<file path="src/rtl/alu_pkg.sv">
// Shared definitions for the bit-serial ALU: function codes, sequencer states
// and code-classification helpers used by both the slice and the sequencer.
package alu_pkg;

   localparam int DEF_WIDTH = 32;

   localparam logic [5:0] FN_AND = 6'd36;
   localparam logic [5:0] FN_OR  = 6'd37;
   localparam logic [5:0] FN_ADD = 6'd32;
   localparam logic [5:0] FN_SUB = 6'd34;
   localparam logic [5:0] FN_SLT = 6'd42;

   typedef enum logic [1:0] {
      IDLE = 2'd0,
      RUN  = 2'd1,
      DONE = 2'd2
   } state_t;

   // SUB and SLT both compute A + ~B + 1.
   function automatic logic is_sub(input logic [5:0] code);
      return (code == FN_SUB) || (code == FN_SLT);
   endfunction

   function automatic logic is_logic(input logic [5:0] code);
      return (code == FN_AND) || (code == FN_OR);
   endfunction

endpackage

</file>
<file path="src/rtl/alu_bit_slice.sv">
// Combinational single-bit ALU cell: AND / OR / add / subtract with carry,
// plus the raw sum bit exported as 'set' for SLT at the MSB.
module alu_bit_slice
   import alu_pkg::*;
(
   input  logic       a,
   input  logic       b,
   input  logic       carry_in,
   input  logic [5:0] code,
   output logic       out,
   output logic       carry_out,
   output logic       set
);

   logic bb;
   logic sum;

   assign bb        = b ^ is_sub(code);
   assign sum       = a ^ bb ^ carry_in;
   assign carry_out = (a & bb) | (a & carry_in) | (bb & carry_in);
   assign set       = sum;

   // SLT writes zeros everywhere; the sequencer patches bit 0 with 'set'.
   always_comb begin
      out = sum;
      case (code)
         FN_AND:  out = a & b;
         FN_OR:   out = a | b;
         FN_SLT:  out = 1'b0;
         default: out = sum;
      endcase
   end

endmodule

</file>
<file path="src/rtl/serial_alu_sequencer.sv">
// Bit-serial execution stage: walks one alu_bit_slice across WIDTH bits with a
// registered carry. Optional signed-overflow output under ALU_OVERFLOW_EN.
module serial_alu_sequencer
   import alu_pkg::*;
#(
   parameter int WIDTH = DEF_WIDTH
) (
   input  logic             clk,
   input  logic             rst_n,
   input  logic             in_valid,
   output logic             in_ready,
   input  logic [WIDTH-1:0] op_a,
   input  logic [WIDTH-1:0] op_b,
   input  logic [5:0]       signal_in,
   output logic             out_valid,
   input  logic             out_ready,
   output logic [WIDTH-1:0] result,
   output logic             zero,
   output logic             carry_out
`ifdef ALU_OVERFLOW_EN
   ,
   output logic             overflow
`endif
);

   localparam int IW = $clog2(WIDTH);
   localparam logic [IW-1:0] LAST = IW'(WIDTH - 1);

   state_t           st, st_nx;
   logic [WIDTH-1:0] a_q, b_q, res_q;
   logic [5:0]       code_q;
   logic [IW-1:0]    idx;
   logic             cq;
   logic             cflag;
   logic             rdy_q;
   logic             last;
   logic             s_out, s_cout, s_set;

   alu_bit_slice u_slice (
      .a         (a_q[idx]),
      .b         (b_q[idx]),
      .carry_in  (cq),
      .code      (code_q),
      .out       (s_out),
      .carry_out (s_cout),
      .set       (s_set)
   );

   assign last      = (idx == LAST);
   // rdy_q keeps in_ready low while held in reset, even though state is IDLE.
   assign in_ready  = (st == IDLE) && rdy_q;
   assign out_valid = (st == DONE);
   assign result    = res_q;
   assign zero      = (res_q == '0);
   assign carry_out = cflag;

   always_comb begin
      st_nx = st;
      case (st)
         IDLE:    if (in_valid && in_ready) st_nx = RUN;
         RUN:     if (last) st_nx = DONE;
         DONE:    if (out_ready) st_nx = IDLE;
         default: st_nx = IDLE;
      endcase
   end

   always_ff @(posedge clk or negedge rst_n) begin
      if (!rst_n) begin
         st <= IDLE;
      end else begin
         st <= st_nx;
      end
   end

   always_ff @(posedge clk or negedge rst_n) begin
      if (!rst_n) begin
         rdy_q  <= 1'b0;
         a_q    <= '0;
         b_q    <= '0;
         code_q <= FN_ADD;
         idx    <= '0;
         cq     <= 1'b0;
         res_q  <= '0;
         cflag  <= 1'b0;
      end else begin
         rdy_q <= 1'b1;
         case (st)
            IDLE: begin
               if (in_valid && in_ready) begin
                  a_q    <= op_a;
                  b_q    <= op_b;
                  code_q <= signal_in;
                  idx    <= '0;
                  cq     <= is_sub(signal_in);
               end
            end
            RUN: begin
               res_q[idx] <= s_out;
               cq         <= s_cout;
               if (!last) begin
                  idx <= idx + IW'(1);
               end else begin
                  cflag <= is_logic(code_q) ? 1'b0 : s_cout;
                  if (code_q == FN_SLT) res_q[0] <= s_set;
               end
            end
            default: ;
         endcase
      end
   end

`ifdef ALU_OVERFLOW_EN
   logic ovf_q;

   assign overflow = ovf_q;

   // Overflow is the carry into the MSB xor the carry out of it.
   always_ff @(posedge clk or negedge rst_n) begin
      if (!rst_n) begin
         ovf_q <= 1'b0;
      end else if (st == RUN && last) begin
         ovf_q <= (is_logic(code_q) || code_q == FN_SLT) ? 1'b0 : (cq ^ s_cout);
      end
   end
`endif

endmodule
</file>
<file path="config.mk">
export PLATFORM = sky130hd
export DESIGN_NAME = serial_alu_sequencer
export DESIGN_NICKNAME = d
export VERILOG_FILES = /design/src/rtl/alu_pkg.sv /design/src/rtl/alu_bit_slice.sv /design/src/rtl/serial_alu_sequencer.sv
export SDC_FILE = /design/constraint.sdc
export NUM_CORES = 1
export LEC_CHECK = 0
export CORE_MARGIN = 8
export CORE_UTILIZATION = 40
export DETAILED_ROUTE_END_ITERATION = 16
export GPL_TIMING_DRIVEN = 1
export SYNTH_ARGS = -nofsm -noshare
export SYNTH_HDL_FRONTEND = slang
export SYNTH_SLANG_ARGS = --single-unit
</file>
<file path="constraint.sdc">
create_clock -name clk -period 7.1 [get_ports clk]
set_input_delay 1.42 -clock clk [delete_from_list [all_inputs] [get_ports clk]]
set_output_delay 1.42 -clock clk [all_outputs]
set_load 0.01 [all_outputs]
</file>
==> results.cfg, run 1 <==
[run_status]
status = finished, final reports clean

[detailed_routing]
drcViolationCount = 0
via_per_inst = 5.31
num_vias = 3852
wire_per_inst_um = 18.4
wl_um = 13300
drt_first_pass_iters = 4
antenna_left = 0
drt_iter0_drc = 236

[power]
power_frac_comb_pct = 46.4
p_leak_nw = 2.75
power.switching_mw = 1.27
power.share.clock_pct = 14.7
p_int_mw = 1.92
p_per_area_nw_per_um2 = 463
p_sw_share_pct = 39.8
ir_drop_v = 0.000404
seqPwrFrac_pct = 38.9

[clock_tree]
ctsHtreeMaxLevel = 3
insertion_delay_ps = 350
postCtsResizedCells = 0
post-cts-setup-buffers = 0
clk_pin_slew_worst_paths_ps = 70
cts_hold_buf = 0
clock-sinks = 112
cts-root-buf = clkbuf_16
cts_tree = yes
cts_made_buffers = 9
clockBufferDepth = 2

[synthesis]
ys.flop_type = dfrtp_1
yosysSeqAreaShare_pct = 51.3
avgSynthCellArea_um2 = 12.0
synth_warnings = 0
synth_most_common_cell = dfrtp_1
ys_ff_latch = 112
syn_area_um2 = 5470
synth_area_leaders = dfrtp_1 (51%), mux2_2 (14%), a21oi_2 (5.0%), mux2i_1 (4.4%), a21oi_1 (3.5%)
synth_common_cells = dfrtp_1 (111), mux2_2 (70), a21oi_1 (38)
synth_edf_count = 0
synth_nets = 534
yosysTopAreaCellShare_pct = 50.8
postSynthCellCount = 454
async_flop_share_pct = 100
synth.distinct_cells = 47
yosys.area.top_type = dfrtp_1

[global_routing]
grt_max_degree = 76
track_usage_pct = 15.3
grt_first_pass_wirelength_um = 21900
first_global_vias = 4110
grt-ovfl-total = 0
antenna_found_initial = 0

[timing]
rsz0062_at_grt = no
relSlewSlack_pct = 38.0
fin_setup_tns_ps = 0
min_period_over_period_pct = 49.4
tightest_slew_ps = 930
drv_slew = 0
skew_ps = 8.92
finalSetupViolations = 0
clock.fmax_mhz = 285
hold_viol = 0
post-route-min-period_ps = 3510

[placement]
routabilityCongestion = 0.781
hpwl_um = 9640
io_buffers = 109
dpl_cell_area_um2 = 6630

[floorplan]
num_rows = 42
initial_core_util_pct = 41.1
die_area_um2 = 17700
design.core.area_um2 = 13300
die_y_um = 133
die_w_um = 133
io-pin-count = 110

[setup_path]
rrSetupSlack_ps = 3590
required_ps = 7320
worstPathMaxFanout = 32
r2r-start = idx[2]
worstPathArrival_ps = 3720
end_kind = flop
cp-start-kind = flop
path_class = reg -> reg
reg2regPathDepth = 10
r2r_end = result[0]

[final_layout]
layout.nets = 624
fin_area_um2 = 6900
drive_above_1_share_pct = 24.0
num_antenna_cells = 0
fillerInstances = 1195
syn_to_final_growth_pct = 26.2

[hold_path]
holdPathStages = 1
hold_path_end = a_q[27]
hp-class = reg -> reg
hp-start = a_q[27]

[job]
cap_violations = 0
==> cells by family (layout without fill, tap and decap cells) <==
kind of cell | after synthesis | in the layout | synth area share, %
multiplexers | 98 | 98 | 20.5
other | 1 | 1 | 0.0686
adder cells (fa/ha/maj) | 6 | 6 | 1.51
XOR/XNOR | 3 | 3 | 0.481
flip-flops | 112 | 112 | 51.3
AO/OA/AOI/OAI | 96 | 96 | 12.0
AND/OR/NAND/NOR | 98 | 98 | 10.5
buffers and inverters | 40 | 135 | 3.73
==> cell type report <==
class	instances	area [µm²]	area share, %
multi-input combinational	302	2460	35.7
timing repair buffer	113	1120	16.2
clock buffer	13	250	3.63
tap	176	220	3.19
inverter	6	22.5	0.327
clock inverter	3	17.5	0.254
sequential	112	2810	40.7
==> state kept, by name, summed over array words and instances (netlist names) <==
register   count
a_q           32
b_q           32
carry_out      1
code_q         6
cq             1
idx            5
rdy_q          1
result        32
st             2
==> worst max-delay path: stages (launching register included) <==
cell      delay (ps)
dfrtp_1          720
nand3b_1         490
o22ai_1          300
o22ai_1          140
and4_4           220
xor2_1           170
fa_1             570
a211oi_2          40
buf_4            260
nor4b_1          360
a21oi_2           90
==> power by group through the flow <==
stage / clock network (mW) / registers, mW / logic (mW)
2_1_floorplan: 0 / 1.16 / 1.07
3_3_place_gp: 0 / 1.25 / 1.46
3_5_place_dp: 0 / 1.26 / 1.49
4_1_cts: 0.484 / 1.25 / 1.49
5_1_grt: 0.503 / 1.30 / 1.62
6_report: 0.468 / 1.24 / 1.48
==> per-layer routing <==
metal	part of all wire [%]	vias to the layer above	wire length, µm	global-route usage (%)
li1	-	1849	-	-
met1	45	1897	6010	19.7
met2	48	96	6420	24.8
met5	0	-	0	0
met3	5.7	10	761	3.63
met4	1.2	0	159	5.11
==> per-stage QoR <==
stage / instances / util (%) / worst slack, ps / total power, mW / hold slack [ps]
detailed placement: 709 / 49.9 / 3630 / 2.75 / 494
CTS: 725 / 51.9 / 3610 / 3.23 / 510
global placement: 709 / 49.9 / 3700 / 2.71 / 486
finish: 725 / 51.9 / 3590 / 3.19 / 506
floorplan: 454 / - / 4070 / 2.23 / 472
global route: 725 / 51.9 / 3330 / 3.42 / 519
==> layout by cell type (no fill, tap or decap), drive strengths merged, types with 3 or more instances in the layout <==
master	netlist	final
mux2i	24	24
mux4	4	4
nand2b	3	3
o22ai	10	10
o21ai	8	8
ha	5	5
or3b	3	3
xor2	3	3
dfrtp	111	111
and2	6	6
clkbuf	11	13
nand3	3	3
nand2	12	12
clkdlybuf4s50	0	108
inv	6	6
nand3b	3	3
nand4	3	3
mux2	70	70
nor4b	4	4
a21oi	69	69
nor3b	4	4
nor4	8	8
buf	23	5
nor3	32	32
nor2	9	9
==> how the worst max path moves through the flow <==
stage | start | endpoint | slack, ps | depth (start not counted)
finish | idx[2] | result[0] | 3590 | 10
CTS | idx[2] | result[0] | 3610 | 10
global route | idx[3] | result[0] | 3330 | 10
detailed placement | idx[2] | result[0] | 3630 | 10
floorplan | idx[0] | result[10] | 4070 | 10
global placement | in_valid | idx[0] | 3700 | 7
Note: power is estimated with default switching activity, not from simulation.
==> run 2: changes to the inputs <==
Clock period 7.1 ns to 3.3 ns, I/O delays scaled along.
==> results.cfg, run 2 (synthesized netlist as in run 1, its figures left out) <==
[setup_path]
worstPathArrival_ps = 3360
reg2regPathDepth = 10
crit_family = simple AND/OR/NAND/NOR gates
rrSetupSlack_ps = 160
worstSetupPathDepth = 10
required_ps = 3520
r2r_end = result[0]
worstPathCellList = or3_1 -> o21ai_0 -> o22ai_1 -> and4_4 -> xor2_1 -> fa_1 -> a211oi_2 -> buf_12 -> nor4b_1 -> a21oi_2
cp-start-kind = flop
slowest_delay_ps = 550
worstPathMaxFanout = 32
r2r-start = idx[3]
crit_buf_inv = 1
end_kind = flop
crit_path_top_delay_cell = or3_1
crit_end = result[0]
path_class = reg -> reg
crit_start = idx[3]

[timing]
fin_setup_tns_ps = 0
fin_hold_ws_ps = 291
skew_ps = 3.61
tightest_slew_ps = 665
rsz0062_at_grt = no
post-route-min-period_ps = 3140
drv_slew = 0
relSlewSlack_pct = 55.6
finalSetupViolations = 0
min_period_over_period_pct = 95.3
clock.fmax_mhz = 318
hold_viol = 0
setup_slack_ps = 157

[clock_tree]
cts-root-buf = clkbuf_16
cts_tree = yes
postCtsResizedCells = 0
cts_hold_buf = 0
ctsHtreeMaxLevel = 3
clockBufferDepth = 2
cts_made_buffers = 9
insertion_delay_ps = 350
clock-sinks = 112
post-cts-setup-buffers = 0
clk_pin_slew_worst_paths_ps = 70

[final_layout]
most-common-layout-cells = dfrtp_1 (110), clkdlybuf4s50_1 (108), mux2_2 (70)
syn_to_final_growth_pct = 29.5
final_common_cell = dfrtp_1
layout.nets = 636
num_antenna_cells = 0
fin_area_um2 = 7080
drive_above_1_share_pct = 25.7
fillerInstances = 1195

[detailed_routing]
drt_iter0_drc = 305
via_per_inst = 5.30
num_vias = 3905
wire_per_inst_um = 18.5
drcViolationCount = 0
antenna_left = 0
wl_um = 13700
drt_first_pass_iters = 4

[global_routing]
grt_max_degree = 73
track_usage_pct = 15.9
grt-ovfl-total = 0
grt_first_pass_wirelength_um = 22500
antenna_found_initial = 0
first_global_vias = 4215

[floorplan]
design.core.area_um2 = 13300
num_rows = 42
io-pin-count = 110
initial_core_util_pct = 41.1
die_w_um = 133
die_y_um = 133
die_area_um2 = 17700

[hold_path]
hp-class = in -> async

[placement]
dp_slack_ps = 176
dpl_cell_area_um2 = 6770
routabilityCongestion = 0.789
io_buffers = 109
hpwl_um = 10200

[job]
cap_violations = 0

[power]
ir_drop_v = 0.000933
p_per_area_nw_per_um2 = 1030
p_leak_nw = 2.85

[run_status]
status = finished, final reports clean
## run 2: cell types whose count changed in the layout (fill, tap and decap cells not counted)
cell / before / now
clkinvlp_4: 1 / 0
clkbuf_8: 1 / 0
buf_12: 0 / 4
buf_4: 5 / 13
bufinv_16: 0 / 2
## run 2: how the worst min path moves through the flow
| stage | slack (ps) | end | cells past startpoint |
|---|---|---|---|
| after detailed placement | 470 | carry_out | 2 |
| after floorplan | 360 | a_q[0] | 0 |
| after CTS | 300 | code_q[4] | 1 |
| after global routing | 320 | code_q[4] | 1 |
| final | 290 | code_q[4] | 1 |
| after global placement | 480 | code_q[4] | 1 |
## run 2: area by class of cell
class | instances | area [µm²] | area share (%)
Clock buffer | 12 | 236 | 3.34
Clock inverter | 4 | 70.1 | 0.990
Inverter | 6 | 22.5 | 0.318
Multi-Input combinational cell | 302 | 2460 | 34.8
Sequential cell | 112 | 2810 | 39.6
Tap cell | 176 | 220 | 3.11
Timing Repair Buffer | 125 | 1260 | 17.8
## run 2: through the flow
stage               instances  utilization, %  total power [mW]
floorplan                 454               -              4.79
global placement          721            50.9              6.07
detailed placement        721            50.9              6.17
CTS                       737            53.2              7.34
global route              737            53.2              7.77
finish                    737            53.2              7.26
## run 2: report_power, final
part / switching [mW] / internal, mW / total (mW) / leakage, nW
registers: 0.487 / 2.05 / 2.54 / 1.34
logic: 1.83 / 1.74 / 3.58 / 1.35
clock network: 0.480 / 0.664 / 1.14 / 0.151
## run 2: per-layer routing
layer | track usage [%] | share of wire (%) | vias up
met5 | 0 | 0 | -
met4 | 4.29 | 1.2 | 0
met3 | 5.34 | 7.3 | 14
met2 | 25.1 | 47 | 112
met1 | 20.4 | 44 | 1916
li1 | - | - | 1863
